$ cat src/rtl/imm_pkg.sv
// imm_pkg: shared mode/state types and default sizes for the immediate assembler
package imm_pkg;
  localparam int CHUNK_W_DEF = 16;
  localparam int NCHUNK_DEF = 2;
  typedef enum logic [1:0] {IMM_ZERO, IMM_MERGE, IMM_SEXT, IMM_RSVD} mode_t;
  typedef enum logic [1:0] {IDLE, ACCUM, HOLD} state_t;
endpackage

$ cat src/rtl/imm_place.sv
// imm_place: combinational placement of one immediate beat into a chunk slot
module imm_place
  import imm_pkg::*;
#(
  parameter int CHUNK_W = CHUNK_W_DEF,
  parameter int NCHUNK = NCHUNK_DEF,
  parameter int SEL_W = (NCHUNK > 1) ? $clog2(NCHUNK) : 1,
  parameter int DATA_W = CHUNK_W * NCHUNK
) (
  input  logic [DATA_W-1:0]  acc_i,
  input  logic [CHUNK_W-1:0] imm_i,
  input  logic [SEL_W-1:0]   sel_i,
  input  mode_t              mode_i,
  output logic [DATA_W-1:0]  nxt_o,
  output logic               legal_o
);
  assign legal_o = (mode_i != IMM_RSVD) && (32'(sel_i) < NCHUNK);
  for (genvar g = 0; g < NCHUNK; g++) begin : g_slot
    assign nxt_o[g*CHUNK_W +: CHUNK_W] =
      (32'(sel_i) == g) ? imm_i :
      (mode_i == IMM_SEXT && 32'(sel_i) < g) ? {CHUNK_W{imm_i[CHUNK_W-1]}} :
      (mode_i == IMM_MERGE) ? acc_i[g*CHUNK_W +: CHUNK_W] : '0;
  end
endmodule

$ cat src/rtl/imm_assembler.sv
// imm_assembler: multi-beat load-immediate builder with ready/valid on both sides
module imm_assembler
  import imm_pkg::*;
#(
  parameter int CHUNK_W = CHUNK_W_DEF,
  parameter int NCHUNK = NCHUNK_DEF,
  localparam int DATA_W = CHUNK_W * NCHUNK,
  localparam int SEL_W = (NCHUNK > 1) ? $clog2(NCHUNK) : 1
) (
  input  logic               clk,
  input  logic               rst_n,
  input  logic               in_valid_i,
  output logic               in_ready_o,
  input  logic [CHUNK_W-1:0] imm_i,
  input  logic [SEL_W-1:0]   sel_i,
  input  logic [1:0]         mode_i,
  input  logic               last_i,
  output logic               out_valid_o,
  input  logic               out_ready_i,
  output logic [DATA_W-1:0]  out_data_o,
  output logic               err_o
);
  logic [DATA_W-1:0] acc_q, acc_d, data_q, data_d, nxt, acc_eff;
  logic valid_q, valid_d, err_q, err_d, legal, take, fire;
  state_t state_q, state_d, ret_q, ret_d, base;
  assign in_ready_o = !valid_q || out_ready_i;
  assign take = in_valid_i && in_ready_o;
  assign fire = take && legal;
  assign base = (state_q == HOLD) ? ret_q : state_q;
  // Only an open constant contributes to MERGE; an idle accumulator reads as zero.
  assign acc_eff = (base == ACCUM) ? acc_q : '0;
  imm_place #(.CHUNK_W(CHUNK_W), .NCHUNK(NCHUNK), .SEL_W(SEL_W)) u_place (
    .acc_i(acc_eff),
    .imm_i(imm_i),
    .sel_i(sel_i),
    .mode_i(mode_t'(mode_i)),
    .nxt_o(nxt),
    .legal_o(legal)
  );
  always_comb begin
    err_d = take && !legal;
    acc_d = !fire ? acc_q : last_i ? '0 : nxt;
    data_d = (fire && last_i) ? nxt : data_q;
    valid_d = (fire && last_i) || (valid_q && !out_ready_i);
    ret_d = !fire ? base : last_i ? IDLE : ACCUM;
    state_d = (valid_q && !out_ready_i) ? HOLD : ret_d;
  end
  always_ff @(posedge clk or negedge rst_n) begin
    if (!rst_n) begin
      acc_q <= '0;
      data_q <= '0;
      valid_q <= 1'b0;
      err_q <= 1'b0;
      state_q <= IDLE;
      ret_q <= IDLE;
    end else begin
      acc_q <= acc_d;
      data_q <= data_d;
      valid_q <= valid_d;
      err_q <= err_d;
      state_q <= state_d;
      ret_q <= ret_d;
    end
  end
  assign out_valid_o = valid_q;
  assign out_data_o = data_q;
  assign err_o = err_q;
endmodule

$ cat config.mk
export PLATFORM = sky130hd
export DESIGN_NAME = imm_assembler
export DESIGN_NICKNAME = d
export VERILOG_FILES = /design/src/rtl/imm_pkg.sv /design/src/rtl/imm_place.sv /design/src/rtl/imm_assembler.sv
export SDC_FILE = /design/constraint.sdc
export NUM_CORES = 1
export LEC_CHECK = 0
export CORE_MARGIN = 4
export CORE_UTILIZATION = 47
export CTS_CLUSTER_DIAMETER = 80
export DETAILED_ROUTE_END_ITERATION = 8
export PLACE_DENSITY = 0.85
export SYNTH_ARGS = -nofsm -noshare
export SYNTH_HDL_FRONTEND = slang
export SYNTH_SLANG_ARGS = --single-unit
$ cat constraint.sdc
create_clock -name clk -period 1.57 [get_ports clk]
set_clock_uncertainty 0.05 [all_clocks]
set_input_delay 0.157 -clock clk [delete_from_list [all_inputs] [get_ports clk]]
set_output_delay 0.157 -clock clk [all_outputs]
set_load 0.03 [all_outputs]
======== After elaboration in Yosys (flattened, before gate mapping) ========
Cells that the tools add are included.
operators by class
  reductions and logical operators ........ 11
  equality and inequality tests ........... 5
  magnitude comparators ................... 1
  multiplexer cells ....................... 11
operators by type and width
  operator            count
  $mux 16             5
  $mux 32             2
  $logic_and 1x1->1   6
  $mux 2              3
  $eq 2x1->1 const B  2
  $eq 2x2->1 const B  2
  $logic_not 1->1     3
  $logic_or 1x1->1    2
  $ne 2x2->1 const B  1
  $lt 1x1->1 const B  1
  $mux 1              1
word-level totals
  logic and storage cells ................. 34
  input bits .............................. 24
  bits in registers ....................... 70

======== Depth between registers and ports, before layout ========
  word-level depth ........................ 8
  depth in mapped cells ................... 7

======== Hierarchy ========
From an unflattened synthesis, not the netlist that was laid out.
unflattened totals
  cell total of the unflattened synthesis .. 327
  area, all modules ....................... 3,834.9 µm²
by module, submodules not included
  module         times used  seq. area each (µm²)  area each (µm²)  cells an instance
  imm_assembler  1           1,751.7               3,236.9          229
  imm_place      1           0.0                   598.1            98

======== Least setup slack after synthesis ========
Ideal clock, no wire load.
  kind .................................... register to register
  from .................................... register valid_q (netlist: out_valid_o)
  to ...................................... register data_q[18] (netlist: out_data_o[18])
  arrival time ............................ 1.601 ns
  stages on the path, launching flop included .. 7
  library setup time ...................... 0.126 ns
  period minus slack after synthesis ...... 1.777 ns
  path slack .............................. -0.207 ns
  path through ............................ dfrtp_1 nand2b_1 buf_4 nand4_2 nor3_2 buf_2 a21oi_1
between the ends
  word-level cells in the longest chain between the ends .. 5
ends and longest elaborated chain
  item                      line                 text
  start: declaration        imm_assembler.sv:24  logic valid_q, valid_d, err_q, err_d, legal, take, fire;
  start signal: assignment  imm_assembler.sv:59  valid_q <= valid_d;
  $logic_not 1->1           imm_assembler.sv:26  assign in_ready_o = !valid_q || out_ready_i;
  $logic_or 1x1->1          imm_assembler.sv:26
  named net in_ready_o      imm_assembler.sv:13  output logic in_ready_o,
  $logic_and 1x1->1         imm_assembler.sv:27  assign take = in_valid_i && in_ready_o;
  $logic_and 1x1->1         imm_assembler.sv:28  assign fire = take && legal;
  $logic_and 1x1->1         imm_assembler.sv:43  data_d = (fire && last_i) ? nxt : data_q;
  end signal: assignment    imm_assembler.sv:58  data_q <= data_d;
  end: declaration          imm_assembler.sv:23  logic [DATA_W-1:0] acc_q, acc_d, data_q, data_d, nxt, acc_eff;
The timed path passes the listed nets, and every way through them passes these cells.
A chain may end at the register's enable or synchronous reset.

======== Final worst setup path ========
  from .................................... register state_q[0]
  to ...................................... register acc_q[31]
between the ends
  word-level cells in the longest chain between the ends .. 8
ends and longest elaborated chain
  item                      line                 text
  start: declaration        imm_assembler.sv:25  state_t state_q, state_d, ret_q, ret_d, base;
  start signal: assignment  imm_assembler.sv:61  state_q <= state_d;
  $eq 2x2->1                imm_assembler.sv:29  assign base = (state_q == HOLD) ? ret_q : state_q;
  $mux 2 (*)                imm_assembler.sv:29
  $eq 2x1->1 (*)            imm_assembler.sv:31  assign acc_eff = (base == ACCUM) ? acc_q : '0;
  $mux 32 (*)               imm_assembler.sv:31
  $mux 16 (*)               imm_place.sv:22      (mode_i == IMM_MERGE) ? acc_i[g*CHUNK_W +: CHUNK_W] : '0;
  $mux 16 (*)               imm_place.sv:21      (mode_i == IMM_SEXT && 32'(sel_i) < g) ? {CHUNK_W{imm_i[CHUNK_W-1]}} :
  $mux 16 (*)               imm_place.sv:20      (32'(sel_i) == g) ? imm_i :
  $mux 32 (*)               imm_assembler.sv:42  acc_d = !fire ? acc_q : last_i ? '0 : nxt;
  end signal: assignment    imm_assembler.sv:50  acc_q <= '0;
  end signal: assignment    imm_assembler.sv:57  acc_q <= acc_d;
  end: declaration          imm_assembler.sv:23
Mark *: on every way between the ends. The rest lies on a longest branch, timed or not.

==> flow_summary.json <==
{
  "synthAdderAreaFrac_pct": 0,
  "ant_nets": 0,
  "cp-startpoint": "state_q[0]$_DFF_PN0_",
  "swShare_pct": 34.3,
  "yosysMostFrequentCell": "dfrtp_1",
  "clockBufferDepth": 2,
  "regArea_mm2": 0.00175,
  "async_reset_ff_share_pct": 100,
  "drt_pass1_iterations": 5,
  "synth_compound_area_share_pct": 21.7,
  "synth_mux_area_share_pct": 4.99,
  "diodes": 0,
  "htreeDepth": 3,
  "cts-root-buf": "clkbuf_8",
  "worst_ep_arrival_time_ns": 1.88,
  "grt_pass1_wl_um": 14700,
  "clock_latency_ns": 0.35,
  "grt-ovfl-total": 0,
  "cts_setup_buffers": 0,
  "slew_violations": 0,
  "cts_buffers": 9,
  "wirelength_um": 10300,
  "rows": 29,
  "port_buffers": 58,
  "grt_use_total_pct": 22.4,
  "sequentialPowerShare_pct": 41.7,
  "ys_warn_count": 0,
  "dp_hpwl_um": 5840,
  "yosysUniqueCellTypes": 29,
  "io_pins": 59,
  "vdd_drop_max_mv": 0.735,
  "fillers": 444,
  "cts_tree": "built",
  "vias": 2960,
  "switching_power_w": 0.00187,
  "cts_num_sinks": 70,
  "start_kind": "register",
  "relSlewSlack_pct": 73.7,
  "fmax_ghz": 0.596,
  "grt_start_max_net_pins": 71,
  "area_growth_pct": 44.8,
  "crit_path_end_kind": "register",
  "synth_nets": 342,
  "cp_max_fo": 16,
  "core_area_mm2": 0.00649,
  "final_nets": 426,
  "power_density_mw_per_mm2": 1180,
  "worst_slack_ns": -0.108,
  "yosys-top-cells-count": "70 x dfrtp_1, 34 x a21oi_1, 32 x inv_1",
  "yosys.area_share.simple_pct": 11.4,
  "critical_path_class": "register to register",
  "grt_pass1_vias": 2872,
  "dieArea_mm2": 0.00822,
  "status": "finished with violations",
  "globalplace.congestion": 0.849,
  "antenna_found_initial": 0,
  "hold_violations": 0,
  "yosys_most_used_dff": "dfrtp_1",
  "min_path_type": "primary input to asynchronous set/reset pin",
  "rsz0062_at_grt": "yes",
  "fin_crit_sh_pct": 107,
  "avgRoutedWirePerCell_um": 21.2,
  "intPower_w": 0.00360,
  "pwr-share-comb_pct": 29.5,
  "rr_startpoint": "state_q[0]$_DFF_PN0_",
  "synthXorXnorAreaFrac_pct": 0,
  "setup_violations": 35,
  "initialDrtViolationCount": 182,
  "multi_input_area_mm2": 0.00153,
  "initial_utilization_pct": 49.5,
  "routed_via_density": 6.13,
  "violations": "negative setup slack",
  "hold_slack_ns": 0.272,
  "postSynthAreaPerCell_um2": 10.1,
  "clockPowerShare_pct": 28.7,
  "utilization_pct": 71.6,
  "ys_seq_area_share_pct": 54.5,
  "maxCapViolations": 0,
  "tightest_slew_ns": 0.395,
  "synth_top_family_by_area": "compound AO/OA/AOI/OAI gates",
  "place_area_mm2": 0.00413,
  "syn_area_mm2": 0.00321,
  "required_ns": 1.77,
  "ys_ff_latch": 70,
  "drc": 0,
  "syn_inst": 318,
  "drive_above_1_share_pct": 23.9,
  "period_needed_ns": 1.68,
  "yosys.area.top_type": "dfrtp_1",
  "p_leak_nw": 2.18,
  "synth-edff-count": 0,
  "yosys-top-cells-area": "dfrtp_1 55%, a21oi_1 5.3%, mux2i_1 5.0%",
  "path_clk_slew_ns": 0.08,
  "fp.dieH_um": 90.7,
  "die_w_um": 90.7,
  "final_cell_area_mm2": 0.00465,
  "yosysTopAreaCellShare_pct": 54.5
}
[sequential cells by signal, indices dropped and copies added (netlist names)]
| name | cells |
|---|---|
| acc_q | 32 |
| ret_q | 2 |
| out_valid_o | 1 |
| err_o | 1 |
| state_q | 2 |
| out_data_o | 32 |
[per-layer routing]
layer	vias to the layer above	wire (µm)	share of wire [%]	GRT usage, %
met1	1493	4110	40	29.9
met2	149	5180	51	35.7
met3	23	702	6.8	4.50
met5	-	0	0	0
met4	0	252	2.5	9.44
li1	1295	-	-	-
[final timing paths]
kind                       cells past startpoint  slack [ns]                    endpoint
max                                            6       -0.11       acc_q[31]$_DFFE_PN0P_
max in group asynchronous                      3        0.82       out_valid_o$_DFF_PN0_
max reg2reg                                    6       -0.11       acc_q[31]$_DFFE_PN0P_
min                                            3        0.27  out_data_o[27]$_DFFE_PN0P_
min reg2reg                                    1        0.46        acc_q[5]$_DFFE_PN0P_
min in group clk                               1        0.46        acc_q[5]$_DFFE_PN0P_
[power by group through the flow]
stage / Clock (W) / Combinational (W) / Sequential (W)
finish: 0.00157 / 0.00162 / 0.00228
global route: 0.00168 / 0.00171 / 0.00231
CTS: 0.00155 / 0.00144 / 0.00227
detailed placement: 0 / 0.00155 / 0.00229
global placement: 0 / 0.00150 / 0.00228
floorplan: 0 / 0.000498 / 0.00262
[placed cells by master (no fill, tap or decap), drive strengths merged]
| master | n |
|---|---|
| dfrtp | 70 |
| buf | 36 |
| a21oi | 34 |
| inv | 32 |
| dlygate4sd2 | 32 |
| nand2 | 24 |
| clkdlybuf4s50 | 22 |
| nor2 | 19 |
| nand2b | 19 |
| mux2i | 16 |
| o22ai | 16 |
| a31oi | 16 |
| a22o | 15 |
| a221oi | 15 |
| clkbuf | 12 |
| clkinv | 4 |
| o21ai | 4 |
| and3 | 3 |
| nand3 | 2 |
| a21o | 2 |
| bufinv | 2 |
| dlymetal6s2s | 2 |
| nor3 | 2 |
| nand4 | 1 |
| and2 | 1 |
| nand4bb | 1 |
| a211oi | 1 |
| nor2b | 1 |
| a22oi | 1 |
| dlygate4sd3 | 1 |
[cell type report]
class / instances / share of cell area, %
Inverter: 33 / 2.66
Clock inverter: 5 / 1.61
Tap cell: 77 / 2.07
Multi-Input combinational cell: 193 / 32.9
Clock buffer: 10 / 2.74
Timing Repair Buffer: 95 / 20.3
Sequential cell: 70 / 37.7
[through the flow]
stage	TNS (ns)	cells	total power (W)	worst slack, ns
final	-1.28	483	0.00547	-0.108
after floorplan	-0.924	318	0.00312	-0.0296
after global placement	-6.94	463	0.00378	-0.189
after global routing	-4.67	483	0.00571	-0.175
after detailed placement	-11.62	463	0.00384	-0.235
after CTS	-0.0922	479	0.00526	-0.0267
[what timing repair did]
action / in CTS / in global routing
cloned: 0 / 4
gates resized for setup: 33 / 51
hold endpoints to repair: 70 / 0
endpoints found under the setup margin: 40 / 66
pin swaps: 0 / 16
hold buffers: 1 / 0
[logic make-up after synthesis]
logic type	count (synthesis)
AOI/OAI and AO/OA	103
muxes	16
buffers and inverters	56
DFF	70
and+or+nand+nor	73
[worst max-delay path: stages (launching register included)]
cell	delay, ns
dfrtp_1	0.38
nand4bb_4	0.25
buf_6	0.15
a21oi_4	0.28
clkbuf_16	0.24
a31oi_1	0.08
o22ai_1	0.16
Note: power is estimated with default switching activity, not from simulation.
